**src/rtl/stdp_pair_learner.sv**
```systemverilog
// Pair-based STDP synapse: times the gap between the nearest pre/post spike
// pair with a saturating counter, then nudges an 8-bit weight up (pre before
// post) or down (post before pre) by a step that halves every quarter window.
// Also drives the synaptic current seen by the postsynaptic neuron.
module stdp_pair_learner #(
  parameter int WIDTH  = 8,
  parameter int CW     = 4,
  parameter int A_MAX  = 16,
  parameter int W_INIT = 128
) (
  input  logic             i_clk,
  input  logic             i_rst,
  input  logic             i_learn_en,
  input  logic             i_pre_spike,
  input  logic             i_post_spike,
  output logic [WIDTH-1:0] o_weight,
  output logic [WIDTH-1:0] o_syn_current,
  output logic             o_update_valid,
  output logic             o_update_dir,
  output logic [CW-1:0]    o_time_diff
);

  // All-ones counter value marks the edge of the timing window.
  localparam logic [CW-1:0] TWIN = '1;

  typedef enum logic [1:0] {IDLE, PRE_WAIT, POST_WAIT, UPDATE} state_t;

  state_t           r_state, w_state_nxt;
  logic [CW-1:0]    r_cnt, w_cnt_nxt;
  logic [CW-1:0]    r_dt, w_dt_nxt;
  logic             r_dir, w_dir_nxt;
  logic [WIDTH-1:0] r_weight;
  logic [WIDTH-1:0] r_syn;
  logic             r_upd_valid;
  logic             r_upd_dir;
  logic [CW-1:0]    r_time_diff;

  logic [CW-1:0]    w_shift;
  logic [WIDTH:0]   w_dw;
  logic [WIDTH:0]   w_sum;
  logic [WIDTH:0]   w_diff;
  logic [WIDTH-1:0] w_weight_upd;

  // Next-state logic: open a pairing on a lone spike, close it on the
  // opposite spike, restart on a repeat of the opening spike, time out at TWIN.
  always_comb begin
    w_state_nxt = r_state;
    w_cnt_nxt   = r_cnt;
    w_dt_nxt    = r_dt;
    w_dir_nxt   = r_dir;
    case (r_state)
      IDLE: begin
        // Coincident pre+post means dt=0, which is defined as no change.
        if (i_pre_spike && !i_post_spike) begin
          w_state_nxt = PRE_WAIT;
          w_cnt_nxt   = CW'(1);
        end else if (i_post_spike && !i_pre_spike) begin
          w_state_nxt = POST_WAIT;
          w_cnt_nxt   = CW'(1);
        end
      end
      PRE_WAIT: begin
        // Closing spike wins over a simultaneous restart of the opener.
        if (i_post_spike) begin
          w_state_nxt = UPDATE;
          w_dt_nxt    = r_cnt;
          w_dir_nxt   = 1'b1;
        end else if (i_pre_spike) begin
          w_cnt_nxt   = CW'(1);
        end else if (r_cnt == TWIN) begin
          w_state_nxt = IDLE;
        end else begin
          w_cnt_nxt   = r_cnt + 1'b1;
        end
      end
      POST_WAIT: begin
        if (i_pre_spike) begin
          w_state_nxt = UPDATE;
          w_dt_nxt    = r_cnt;
          w_dir_nxt   = 1'b0;
        end else if (i_post_spike) begin
          w_cnt_nxt   = CW'(1);
        end else if (r_cnt == TWIN) begin
          w_state_nxt = IDLE;
        end else begin
          w_cnt_nxt   = r_cnt + 1'b1;
        end
      end
      UPDATE:  w_state_nxt = IDLE;
      default: w_state_nxt = IDLE;
    endcase
  end

  // Step size halves per quarter of the window; add/subtract one bit wider
  // so overflow and underflow are visible and clamped instead of wrapping.
  always_comb begin
    w_shift      = r_dt >> (CW - 2);
    w_dw         = (WIDTH + 1)'(A_MAX) >> w_shift;
    w_sum        = {1'b0, r_weight} + w_dw;
    w_diff       = {1'b0, r_weight} - w_dw;
    w_weight_upd = r_weight;
    if (r_dir)
      w_weight_upd = w_sum[WIDTH] ? '1 : w_sum[WIDTH-1:0];
    else
      w_weight_upd = w_diff[WIDTH] ? '0 : w_diff[WIDTH-1:0];
  end

  // State, counter, weight and registered outputs.
  always_ff @(posedge i_clk) begin
    if (i_rst) begin
      r_state     <= IDLE;
      r_cnt       <= '0;
      r_dt        <= '0;
      r_dir       <= 1'b0;
      r_weight    <= WIDTH'(W_INIT);
      r_syn       <= '0;
      r_upd_valid <= 1'b0;
      r_upd_dir   <= 1'b0;
      r_time_diff <= '0;
    end else begin
      r_state     <= w_state_nxt;
      r_cnt       <= w_cnt_nxt;
      r_dt        <= w_dt_nxt;
      r_dir       <= w_dir_nxt;
      // Current uses the weight before any same-edge update.
      r_syn       <= i_pre_spike ? r_weight : '0;
      r_upd_valid <= (r_state == UPDATE);
      if (r_state == UPDATE) begin
        r_upd_dir   <= r_dir;
        r_time_diff <= r_dt;
        if (i_learn_en)
          r_weight <= w_weight_upd;
      end
    end
  end

  assign o_weight       = r_weight;
  assign o_syn_current  = r_syn;
  assign o_update_valid = r_upd_valid;
  assign o_update_dir   = r_upd_dir;
  assign o_time_diff    = r_time_diff;

endmodule

```
**config.mk**
```make
export PLATFORM = sky130hd
export DESIGN_NAME = stdp_pair_learner
export DESIGN_NICKNAME = d
export VERILOG_FILES = /design/src/rtl/stdp_pair_learner.sv
export SDC_FILE = /design/constraint.sdc
export NUM_CORES = 1
export LEC_CHECK = 0
export ABC_AREA = 1
export BUFFER_PORTS_ARGS = -buffer_cell sky130_fd_sc_hd__buf_2
export CAP_MARGIN = 20
export CELL_PAD_IN_SITES_DETAIL_PLACEMENT = 1
export CELL_PAD_IN_SITES_GLOBAL_PLACEMENT = 1
export CORE_MARGIN = 2
export CORE_UTILIZATION = 41
export CTS_CLUSTER_SIZE = 14
export DETAILED_ROUTE_END_ITERATION = 8
export GPL_TIMING_DRIVEN = 0
export HOLD_SLACK_MARGIN = 0.1
export PLACE_DENSITY = 0.75
export SYNTH_ARGS = -nofsm -noshare
export SYNTH_HDL_FRONTEND = slang
export SYNTH_SLANG_ARGS = --single-unit
```
**constraint.sdc**
```tcl
create_clock -name i_clk -period 2.7 [get_ports i_clk]
set_clock_uncertainty 0.15 [all_clocks]
set_input_delay 0.675 -clock i_clk [delete_from_list [all_inputs] [get_ports i_clk]]
set_output_delay 0.675 -clock i_clk [all_outputs]
set_load 0.005 [all_outputs]
```
== Word-level counts from Yosys, hierarchy flattened ==
Cells that the tools add are included.
Widths: inputs -> output; s select.

* Logic and storage cells: 62
* Output and inout bits: 22
* Flip-flop bits (word level): 33
* Input bits: 5

* Add/subtract/negate cells: 3
* Bitwise gates (word level): 1
* Reduce and logical (&&, ||, !) cells: 12
* Shift-type cells: 1
* Mux-type cells: 25
* Equality and inequality tests: 11

{| class="wikitable"
|+ Operators by type and width
! kind !! number
|-
| $mux 4 || 9
|-
| $mux 8 || 3
|-
| $mux 2 || 7
|-
| $pmux 4 s3 || 1
|-
| $add 8x9->9 || 1
|-
| $ne 3x3->1 const B || 3
|-
| $shr 5x2->9 const A || 1
|-
| $sub 8x9->9 || 1
|-
| $ne 2x2->1 const B || 4
|-
| $pmux 2 s4 || 1
|-
| $pmux 4 s2 || 1
|-
| $reduce_and 3->1 || 2
|-
| $add 4x1->4 const B || 1
|-
| $eq 2x2->1 const B || 2
|-
| $eq 4x4->1 const B || 1
|-
| $reduce_and 4->1 || 1
|-
| $reduce_bool 3->1 || 1
|-
| $eq 2x1->1 const B || 1
|-
| $logic_and 1x1->1 || 2
|-
| $logic_not 1->1 || 2
|-
| $logic_not 2->1 || 1
|-
| $mux 1 || 2
|-
| $pmux 1 s2 || 1
|-
| $reduce_and 2->1 || 1
|-
| other kinds (3) || 3
|}

== Logic depth before layout (Yosys ltp) ==
* Depth after elaboration: 5
* Gate-level depth with buffers: 15
* Gate-level depth less buffers: 15

== Least setup slack after synthesis ==
Ideal clock, no wire load.

* Path type: register to register
* Start point: register r_dt[3]
* End point: register r_weight[3], in the netlist o_weight[3]
* Slack: 0.750 ns
* Arrival: 1.687 ns
* Clock period less this slack: 1.950 ns
* Required time: 2.437 ns
* Cell stages (with the launch flop): 15
* Library setup time: 0.113 ns
* Buffers on the path: 0
* Cells stage by stage: dfxtp_1 > inv_1 > nor2_1 > inv_1 > ha_1 > nand2_1 > inv_1 > nand2_1 > nand2_1 > nand2_1 > nand2_1 > nand2_2 > nor2_1 > o21ai_1 > inv_1

* Longest elaborated chain between the ends: 4
* Elaborated cells between the ends (all ways): 6
* Those cells by class: add/sub (2); shift (1); mux (3)

{| class="wikitable"
|+ RTL lines
! what !! RTL line !! RTL
|-
| start: declaration || 30 || <nowiki>logic [CW-1:0] r_dt, w_dt_nxt;</nowiki>
|-
| start signal: assignment || 123 || <nowiki>r_dt <= w_dt_nxt;</nowiki>
|-
| $shr 5x2->9 * || 98 || <nowiki>w_dw = (WIDTH + 1)'(A_MAX) >> w_shift;</nowiki>
|-
| $sub 8x9->9 / $add 8x9->9 (equally long branches) || 100, 99 ||
|-
| $mux 8, on equally long branches || 105, 103 ||
|-
| $mux 8 * || 102 || <nowiki>if (r_dir)</nowiki>
|-
| end signal: assignment || 115 || <nowiki>r_weight <= WIDTH'(W_INIT);</nowiki>
|-
| end signal: assignment || 132 || <nowiki>r_weight <= w_weight_upd;</nowiki>
|-
| end: declaration || 32 || <nowiki>logic [WIDTH-1:0] r_weight;</nowiki>
|}

Mark *: on every way between the ends. The rest lies on a longest branch, timed or not.
A chain may end at the register's enable or synchronous reset.

== Final worst setup path ==
* Start point: register r_dt[3]
* End point: register r_weight[5], in the netlist o_weight[5]

The elaborated chain is that of the path after synthesis.

==> results.yml <==
cells_and_area:
  instances_no_fill: 405
  synthToLayoutAreaGrowth_pct: 15.7
  fin_util_pct: 50.0
  n_antenna_cell: 0
  nNetsFinal: 358
  design_area_um2: 2390
  drive_gt1_share_pct: 17.5
global_route:
  gr-total-overflow: 0
  grt_max_degree: 13
  grt_pass1_wl_mm: 9.40
  grt.total_usage_pct: 22.2
  antenna_found_initial: 0
  grt_pass1_vias: 2074
die:
  core_um2: 4790
  ios: 27
  rows: 25
  die_width_um: 75.0
  chipHeight_um: 75.0
  dieArea_um2: 5630
  initial_core_util_pct: 43.2
power:
  power.leakage_nw: 1.21
  combPwrFrac_pct: 52.0
  p_clk_share_pct: 20.3
  ir_drop_mv: 0.490
  p_per_area_nw_per_um2: 974
  finalPower_mw: 2.33
  p_int_mw: 1.27
  p_sw_mw: 1.06
  switching_share_pct: 45.5
  seqPwrFrac_pct: 27.7
place:
  dp_slack_ps: 367
  place_area_um2: 2280
  dpl.hpwl_mm: 4.45
  place_congestion: 0.882
  dp.cells: 397
  numPortBuffers: 25
min_path:
  min_path_type: "register to register"
clock_tree:
  htreeDepth: 2
  cts.clk_slew.worst_paths_ps: 70
  cts_tree: "yes"
  postCtsHoldBufs: 0
  cts_resized: 0
  clkLatencyLatePin_ps: 290
  clock-sinks: 33
  cts_setup_buffers: 0
  clockRootBuffer: "clkbuf_8"
  cts_buffers: 5
  cts_buffer_depth: 2
timing:
  rsz0062_at_grt: "false"
  holdWs_ps: 302
  fin_crit_sh_pct: 86.3
  hold_viol_final: 0
  tns_ps: 0
  worst_slew_pin_slew_ps: 414
  finalSetupViolCount: 0
  clock.fmax_mhz: 429
  period_minus_slack_ps: 2330
  slew_viol_final: 0
  slew-limit-headroom_pct: 72.4
  setup_ws_ps: 371
setup_path:
  crit_top_cell: "nand2_1"
  worstSetupStartpointType: "register"
  cp_max_fo: 6
  criticalPathCategory: "register to register"
  worstPathCellList: "inv_1, nor2_1, inv_1, ha_1, nand2_1, inv_1, nand2_1, nand2_1, nand2_1, nand2_1, nand2_2, a21oi_1, nor2_1, nor2_1"
  endpoint_kind: "register"
  cp_slowest_cell: "ha_1"
  arrival_ps: 2410
  crit_required_ps: 2780
  slowest_delay_ps: 400
synth:
  synth-edff-count: 0
  synth_area_um2: 2070
  synth_nets: 326
  synth-main-ff-cell: "dfxtp_1"
  postSynthCellCount: 305
  ys_ff_latch: 33
  yosysWarnings: 0
  seq_area_frac_synth_pct: 31.9
  async_flop_share_pct: 0
  synth.distinct_cells: 30
  synth_area_per_cell_um2: 6.79
drt:
  route.detailed.drc: 0
  drt-wirelength-per-cell_um: 13.9
  routed_wl_mm: 5.65
  vias: 2056
  drt_iter0_drc: 68
  first_pass_iters: 5
  ant_nets: 0
  wl_met2_mm: 2.84
  route.met3.wl_um: 122
  highest_layer: "met4"
  viasPerCell: 5.08
  wl_met1_mm: 2.53
run:
  maxCapViolCount: 0
outcome:
  status: "completed"
## flip-flops by register name (all words and copies together), names as in the netlist
name,cells
r_cnt,4
o_syn_current,8
o_time_diff,4
r_state,2
o_weight,8
o_update_dir,1
r_dir,1
r_dt,4
o_update_valid,1
## worst paths after layout
kind,from,endpoint,slack (ps),depth (start not counted)
max,r_dt[3]$_SDFFE_PP0P_,o_weight[5]$_SDFFE_PP0P_,370,14
min,o_weight[0]$_SDFFE_PP0P_,o_syn_current[0]$_SDFF_PP0_,300,2
max reg2reg,r_dt[3]$_SDFFE_PP0P_,o_weight[5]$_SDFFE_PP0P_,370,14
min reg2reg,o_weight[0]$_SDFFE_PP0P_,o_syn_current[0]$_SDFF_PP0_,300,2
## cells by family (layout without fill, tap and decap cells)
logic type               Yosys count  in the layout  synth area share [%]
AO/OA/AOI/OAI                     56             56                  14.3
XOR/XNOR                           4              4                  1.69
adder cells (fa/ha/maj)           16             16                  10.0
buffers and inverters             54             87                  10.7
flip-flops                        33             33                  31.9
AND/OR/NAND/NOR                  142            142                  31.3
## layer usage
| metal | GRT usage, % | up-vias |
|---|---|---|
| li1 | - | 1043 |
| met1 | 25.6 | 976 |
| met2 | 39.1 | 21 |
| met3 | 3.88 | 16 |
| met4 | 11.1 | 0 |
| met5 | 0 | - |
## power groups by stage
stage	clock (mW)	combinational [mW]	sequential (mW)
after floorplan	0	0.926	0.642
after global placement	0	1.19	0.655
after detailed placement	0	1.22	0.658
after CTS	0.487	1.23	0.647
after global routing	0.508	1.40	0.663
final	0.473	1.21	0.646
## placed cells by master (no fill, tap or decap), types with 3 or more instances in the layout
cell type,netlist,layout
nand2_1,61,61
inv_1,42,42
nor2_1,35,35
dfxtp_1,33,33
buf_2,2,27
a21oi_1,25,25
nand3_1,23,23
o21ai_0,21,21
ha_1,15,15
nand2_2,6,6
inv_2,6,6
clkbuf_8,0,5
nand4_1,4,4
o21ai_1,4,4
nor3_1,3,3
## final cells by class
cell class,count,area [um^2]
multi-input combinational,218,1190
clock inverter,3,46.3
clock buffer,5,68.8
sequential,33,661
inverter,48,180
tap,67,83.8
buffer,6,41.3
timing repair buffer,25,125
fill,667,2390
## worst max-delay path, delay by kind of cell, from the launching register on
family,cells,cell delay [ps]
adder cells (fa/ha/maj),1,400
buffers and inverters,3,250
AND/OR/NAND/NOR,9,890
flip-flops,1,390
AO/OA/AOI/OAI,1,200
## Yosys cell counts, types with 2 or more instances
library cell / count / area [um^2]
nor3_1: 3 / 15.0
nand3_2: 2 / 20.0
xor2_1: 2 / 17.5
nor3b_1: 2 / 15.0
nand2_4: 2 / 22.5
inv_2: 6 / 22.5
nand2_1: 61 / 229
nand3_1: 23 / 115
nor2_1: 35 / 131
nor3_2: 2 / 20.0
a21oi_2: 2 / 17.5
buf_2: 2 / 10.0
o211ai_1: 2 / 15.0
nand4_1: 4 / 25.0
inv_1: 42 / 158
a21oi_1: 25 / 125
o21ai_0: 21 / 105
xnor2_1: 2 / 17.5
ha_1: 15 / 188
buf_6: 2 / 22.5
dfxtp_1: 33 / 661
nand2_2: 6 / 37.5
o21ai_1: 4 / 20.0
No activity file was read; power rests on OpenSTA's default activity.
